===== config.mk =====
export PLATFORM = sky130hd
export DESIGN_NAME = seg_scan_scheduler
export DESIGN_NICKNAME = d
export VERILOG_FILES = /design/src/rtl/seg_pkg.sv /design/src/rtl/seg_bcd_decode.sv /design/src/rtl/seg_scan_scheduler.sv
export SDC_FILE = /design/constraint.sdc
export NUM_CORES = 1
export LEC_CHECK = 0
export ABC_AREA = 1
export BUFFER_PORTS_ARGS = -buffer_cell sky130_fd_sc_hd__buf_2
export CAP_MARGIN = 20
export CORE_UTILIZATION = 60
export CTS_CLUSTER_SIZE = 10
export DETAILED_ROUTE_END_ITERATION = 16
export PLACE_DENSITY_LB_ADDON = 0.1
export SYNTH_ARGS = -nofsm -noshare
export SYNTH_HDL_FRONTEND = slang
export SYNTH_SLANG_ARGS = --single-unit

===== constraint.sdc =====
create_clock -name m_clk -period 4.9 [get_ports m_clk]
set_clock_uncertainty 0.05 [all_clocks]
set_input_delay 0.98 -clock m_clk [delete_from_list [all_inputs] [get_ports m_clk]]
set_output_delay 0.98 -clock m_clk [all_outputs]
set_load 0.02 [all_outputs]

===== src/rtl/seg_pkg.sv =====
// Shared constants and types for the seven-segment scan controller.
package seg_pkg;

  localparam int         NUM_DIGITS = 4;
  localparam logic [6:0] SEG_BLANK  = 7'h7F;
  localparam logic [3:0] ANODE_OFF  = 4'hF;

  // Active-low a..g patterns (bit6=a ... bit0=g), indexed by nibble value.
  localparam logic [6:0] SEG_LUT [16] = '{
    7'b0000001, 7'b1001111, 7'b0010010, 7'b0000110,
    7'b1001100, 7'b0100100, 7'b0100000, 7'b0001111,
    7'b0000000, 7'b0001100, SEG_BLANK,  SEG_BLANK,
    SEG_BLANK,  SEG_BLANK,  SEG_BLANK,  SEG_BLANK
  };

  typedef enum logic {
    ST_BLANK = 1'b0,
    ST_ON    = 1'b1
  } scan_state_t;

  // Scan position: which digit slot is active and which phase of the slot we are in.
  typedef struct packed {
    logic [1:0]  dig_idx;
    scan_state_t state;
  } scan_dbg_t;

endpackage


===== src/rtl/seg_bcd_decode.sv =====
// Nibble plus decimal point to active-low segment byte {dp, a..g}.
module seg_bcd_decode
  import seg_pkg::*;
(
  input  logic [3:0] i_nibble,
  input  logic       i_dp,
  output logic [7:0] o_seg
);

  assign o_seg = {~i_dp, SEG_LUT[i_nibble]};

endmodule


===== src/rtl/seg_scan_scheduler.sv =====
// Four-digit multiplex scan with per-slot blanking, PWM brightness and a
// single-entry write buffer that is committed only at frame boundaries.
//
// Write handshake: a write is accepted on any cycle where wr_en=1 and
// wr_ready=1; wr_ready drops the next cycle and rises again the cycle after
// the frame_tick that commits the buffer. wr_en while wr_ready=0 is ignored.
module seg_scan_scheduler
  import seg_pkg::*;
#(
  parameter int BLANK_CYCLES = 4,
  parameter int STEP_CYCLES  = 3125
) (
  input  logic        m_clk,
  input  logic        Reset,
  input  logic        wr_en,
  input  logic [15:0] wr_data,
  input  logic [3:0]  wr_dp,
  input  logic [3:0]  wr_en_dig,
  input  logic [3:0]  brightness,
  output logic        wr_ready,
  output logic [3:0]  vcc,
  output logic [7:0]  counter,
  output logic        frame_tick,
  output scan_dbg_t   o_dbg
);

  localparam int ON_CYCLES   = 16 * STEP_CYCLES;
  localparam int SLOT_CYCLES = BLANK_CYCLES + ON_CYCLES;
  localparam int CW          = $clog2(SLOT_CYCLES);
  localparam int DW          = $clog2(NUM_DIGITS);

  localparam logic [CW-1:0] SLOT_LAST = CW'(SLOT_CYCLES - 1);
  localparam logic [CW-1:0] BLANK_END = CW'(BLANK_CYCLES);
  localparam logic [DW-1:0] DIG_LAST  = DW'(NUM_DIGITS - 1);

  logic [CW-1:0] r_slot_cnt, w_slot_nxt;
  logic [DW-1:0] r_dig_idx, w_dig_nxt;
  scan_state_t   r_state, w_state_nxt;
  logic          w_slot_wrap;

  logic [3:0]    r_bri;
  logic [15:0]   r_act_data, r_pend_data;
  logic [3:0]    r_act_dp, r_act_en, r_pend_dp, r_pend_en;
  logic          r_wr_ready;
  logic [3:0]    r_vcc, w_vcc_nxt;
  logic [7:0]    r_counter, w_counter_nxt;
  logic          r_frame_tick, w_ftick_nxt;

  logic [31:0]   w_on_cnt, w_lit_lim;
  logic          w_lit;
  logic [3:0]    w_nibble;
  logic [7:0]    w_seg;

  // Scan position and phase register.
  always_ff @(posedge m_clk) begin
    if (Reset) begin
      r_slot_cnt <= '0;
      r_dig_idx  <= '0;
      r_state    <= ST_BLANK;
    end else begin
      r_slot_cnt <= w_slot_nxt;
      r_dig_idx  <= w_dig_nxt;
      r_state    <= w_state_nxt;
    end
  end

  // Next scan position; phase is BLANK for the first BLANK_CYCLES of every slot.
  always_comb begin
    w_slot_wrap = (r_slot_cnt == SLOT_LAST);
    w_slot_nxt  = w_slot_wrap ? '0 : r_slot_cnt + 1'b1;
    w_dig_nxt   = w_slot_wrap ? r_dig_idx + 1'b1 : r_dig_idx;
    w_state_nxt = (w_slot_nxt < BLANK_END) ? ST_BLANK : ST_ON;
  end

  seg_bcd_decode u_dec (
    .i_nibble (w_nibble),
    .i_dp     (r_act_dp[r_dig_idx]),
    .o_seg    (w_seg)
  );

  // Pin values for the current scan position; registered below, so pins lag by one cycle.
  always_comb begin
    w_nibble      = r_act_data[{r_dig_idx, 2'b00} +: 4];
    w_on_cnt      = 32'(r_slot_cnt) - 32'(BLANK_CYCLES);
    w_lit_lim     = (32'(r_bri) + 32'd1) * 32'(STEP_CYCLES);
    w_lit         = (r_state == ST_ON) && (w_on_cnt < w_lit_lim) && r_act_en[r_dig_idx];
    w_vcc_nxt     = ANODE_OFF;
    w_counter_nxt = 8'hFF;
    if (w_lit) begin
      w_vcc_nxt     = ~(4'b0001 << r_dig_idx);
      w_counter_nxt = w_seg;
    end
    w_ftick_nxt   = (r_dig_idx == DIG_LAST) && w_slot_wrap;
  end

  // Brightness latch at slot start, write buffer, frame commit and output pins.
  always_ff @(posedge m_clk) begin
    if (Reset) begin
      r_bri        <= '0;
      r_act_data   <= '0;
      r_act_dp     <= '0;
      r_act_en     <= '0;
      r_pend_data  <= '0;
      r_pend_dp    <= '0;
      r_pend_en    <= '0;
      r_wr_ready   <= 1'b1;
      r_vcc        <= ANODE_OFF;
      r_counter    <= 8'hFF;
      r_frame_tick <= 1'b0;
    end else begin
      if (r_slot_cnt == '0) r_bri <= brightness;
      // A full buffer commits on frame_tick; a write that collides with that commit is dropped.
      if (r_frame_tick && !r_wr_ready) begin
        r_act_data <= r_pend_data;
        r_act_dp   <= r_pend_dp;
        r_act_en   <= r_pend_en;
        r_wr_ready <= 1'b1;
      end else if (wr_en && r_wr_ready) begin
        r_pend_data <= wr_data;
        r_pend_dp   <= wr_dp;
        r_pend_en   <= wr_en_dig;
        r_wr_ready  <= 1'b0;
      end
      r_vcc        <= w_vcc_nxt;
      r_counter    <= w_counter_nxt;
      r_frame_tick <= w_ftick_nxt;
    end
  end

  assign wr_ready   = r_wr_ready;
  assign vcc        = r_vcc;
  assign counter    = r_counter;
  assign frame_tick = r_frame_tick;

  // Expose the live scan position and phase.
  always_comb begin
    o_dbg.dig_idx = r_dig_idx;
    o_dbg.state   = r_state;
  end

endmodule


==> results.tsv <==
metric	value	unit
nets	884	
Net Sw Frac	34.5	%
die width	95.9	µm
final-report hold violation count	0	
GRT Total Usage	27.1	%
Data arrival, critical path	4650	ps
crit path time final	4500	ps
Layout Cells excl Fill	900	
Hold Path Class	flip-flop to flip-flop	
CP max stage delay	430	ps
Mapped Cells	757	
synthesized flop and latch total	85	
clock transition at the registers of the reported paths	90	ps
CTS Hold Buffers Added	0	
asr flop ratio synth	0	%
crit-path max FO	12	
layout cells sized above 1	10.4	%
first-pass GRT wire length	19700	µm
register area share after synthesis	32.2	%
Worst-Skew Late Latency	340	ps
die span in y	95.9	µm
Main synth FF type	dfxtp_1	
antenna violations before repair	0	
drt initial violations	209	
slowest CP cell	dfxtp_1	
cell with the most instances after synthesis	nor2_1	
Post-Syn Nets	851	
CTS tree	built	
setup_tns	0	ps
Seq pwr share	40.7	%
Routed WL per cell	13.2	µm
ANT cells	0	
CORE AREA	0.00838	mm²
Final Cycle Share	91.9	%
DRT Pass-1 Iters	5	
Final ANT Viol Nets	0	
vias per inst	5.37	
largest net degree at the start of global routing	59	
Buf+Inv Stages, Crit Path	1	
Post-synth EDFFs	0	
Comb pwr share	30.9	%
clock network fraction of design power	28.4	%
top cells by count, synth	156 x nor2_1, 123 x nand2_1, 85 x dfxtp_1, 78 x inv_1, 76 x o21ai_0	
setup repair bufs after CTS	0	
Inserted Clock Buffers	9	
crit path cell chain	nand3_1 > xor2_1 > inv_1 > ha_1 > ha_1 > ha_1 > ha_1 > a21oi_1 > o21ai_0 > a21oi_1 > o21ai_1 > nand2_1 > nand2_1 > nand2_1 > nand2_1 > ha_1 > a21oi_1 > o21ai_0 > a21oi_1 > nand2_1 > nand2_2 > nand3_1	
io pins	48	
clock root buffer	clkbuf_8	
clk sink count	85	
H-Tree Depth	3	
Int Power	0.00118	W
# DRC	0	
hold_ws	409	ps
slew margin rel.	41.2	%
largest cells by area after synthesis	dfxtp_1 32%, ha_1 15%, nor2_1 11%	
placed cells	884	
GP Congestion	0.901	
CTS Buffer Depth	2	
Slew Limit Fails	0	
Starting Density	63.1	%
outcome	finished clean	
P&R area growth vs syn	8.80	%
WL final	11900	µm
worst ir drop on vdd	0.183	mV
Synth warnings	0	
Synth top area share	32.2	%
Port Buf Inserts	47	
distinct cell type count after synthesis	39	
P_leak	2.87	nW
Site Rows	33	
required time of the critical path	5040	ps
pwr/cell area	314	mW/mm²
slew at the pin closest to its max-slew limit	882	ps
RSZ-0062 raised after global routing	false	
CP Class	flip-flop to flip-flop	
Crit path max-delay family	adder cells	
Synth Cell Area	0.00529	mm²
Worst Setup Start Kind	flip-flop	
Mean Syn Cell Area	6.99	µm²
vias in the first global route	4378	
NetSw	0.000624	W
via count	4831	
cell type with the largest total area after synthesis	dfxtp_1	
max_cap viols	0	
fmax	0.222	GHz
crit path capture type	flip-flop	
Total Die Area	0.00920	mm²
post-DP HPWL	9100	µm
Final setup viols	0	
grt total ovfl	0	
worst paths after layout:
check                      from            end  slack (ps)  cells after the start
setup / recovery       r_bri[2]     counter[3]         400                     22
hold / removal    r_act_data[1]  r_act_data[1]         410                      2
setup reg to reg       r_bri[2]     counter[3]         400                     22
hold reg to reg   r_act_data[1]  r_act_data[1]         410                      2
registers in the layout, indices dropped and copies added (netlist names):
name         cells
wr_ready         1
counter          8
r_pend_dp        4
r_act_data      16
frame_tick       1
r_bri            4
vcc              4
r_slot_cnt      16
r_act_en         4
r_state          1
r_pend_data     16
r_act_dp         4
r_dig_idx        2
r_pend_en        4
cell usage in the layout (no fill, tap or decap), types with 3 or more instances in the layout:
cell type and instances:
xor2_1 17, nor2_4 3, nor3_1 5, nand2_2 3, nor2_1 156, nand4_1 6, nand3_1 52, buf_2 47
clkbuf_8 9, xnor2_1 7, dfxtp_1 84, nand2_1 122, inv_1 78, a21oi_1 32, ha_1 62, o21ai_0 75
layer usage:
metal	routed length (µm)	vias up	global-route usage, %
li1	-	2498	-
met1	5770	2185	37.6
met2	5290	132	43.6
met3	689	16	4.27
met4	139	0	7.09
met5	0	-	0
cell families (layout without fill, tap and decap cells):
| kind of cell | Yosys count | in the layout | synth area share (%) |
|---|---|---|---|
| flip-flops | 85 | 85 | 32.2 |
| AND/OR/NAND/NOR | 357 | 357 | 28.6 |
| XOR/XNOR | 25 | 25 | 4.14 |
| AO/OA/AOI/OAI | 119 | 119 | 11.8 |
| buffers and inverters | 108 | 146 | 8.28 |
| adder cells (fa/ha/maj) | 63 | 63 | 15.0 |
repair_timing:
action,4_1_cts,5_1_grt
resized for setup,0,4
hold endpoints to repair,0,0
setup endpoints to repair,0,12
power by group through the flow:
| stage | Sequential [W] | Clock (W) | Combinational [W] |
|---|---|---|---|
| 2_1_floorplan | 0.000745 | 0 | 0.000415 |
| 3_3_place_gp | 0.000749 | 0 | 0.000521 |
| 3_5_place_dp | 0.000750 | 0 | 0.000550 |
| 4_1_cts | 0.000734 | 0.000521 | 0.000554 |
| 5_1_grt | 0.000738 | 0.000556 | 0.000644 |
| 6_report | 0.000735 | 0.000513 | 0.000558 |
through the flow:
stage	instance area [µm²]	setup slack, ps	util [%]	total power, W
final	5760	396	68.7	0.00181
after floorplan	5290	807	-	0.00116
after global placement	5540	483	66.1	0.00127
after CTS	5740	188	68.5	0.00181
after detailed placement	5540	204	66.1	0.00130
after global routing	5760	18.2	68.7	0.00194
area by class of cell:
class / instances / area (µm²)
Clock buffer: 9 / 124
Clock inverter: 7 / 82.6
Fill cell: 746 / 2630
Inverter: 81 / 304
Multi-Input combinational cell: 564 / 3160
Sequential cell: 85 / 1700
Tap cell: 105 / 131
Timing Repair Buffer: 49 / 250
worst register-to-register path: stages (launching register included):
cell and delay (ps):
dfxtp_1 430, nand3_1 120, xor2_1 290, inv_1 170
ha_1 320, ha_1 320, ha_1 300, ha_1 370
a21oi_1 200, o21ai_0 100, a21oi_1 220, o21ai_1 130
nand2_1 100, nand2_1 50, nand2_1 60, nand2_1 60
ha_1 290, a21oi_1 160, o21ai_0 90, a21oi_1 130
nand2_1 100, nand2_2 200, nand3_1 100
Note: power is estimated with default switching activity, not from simulation.
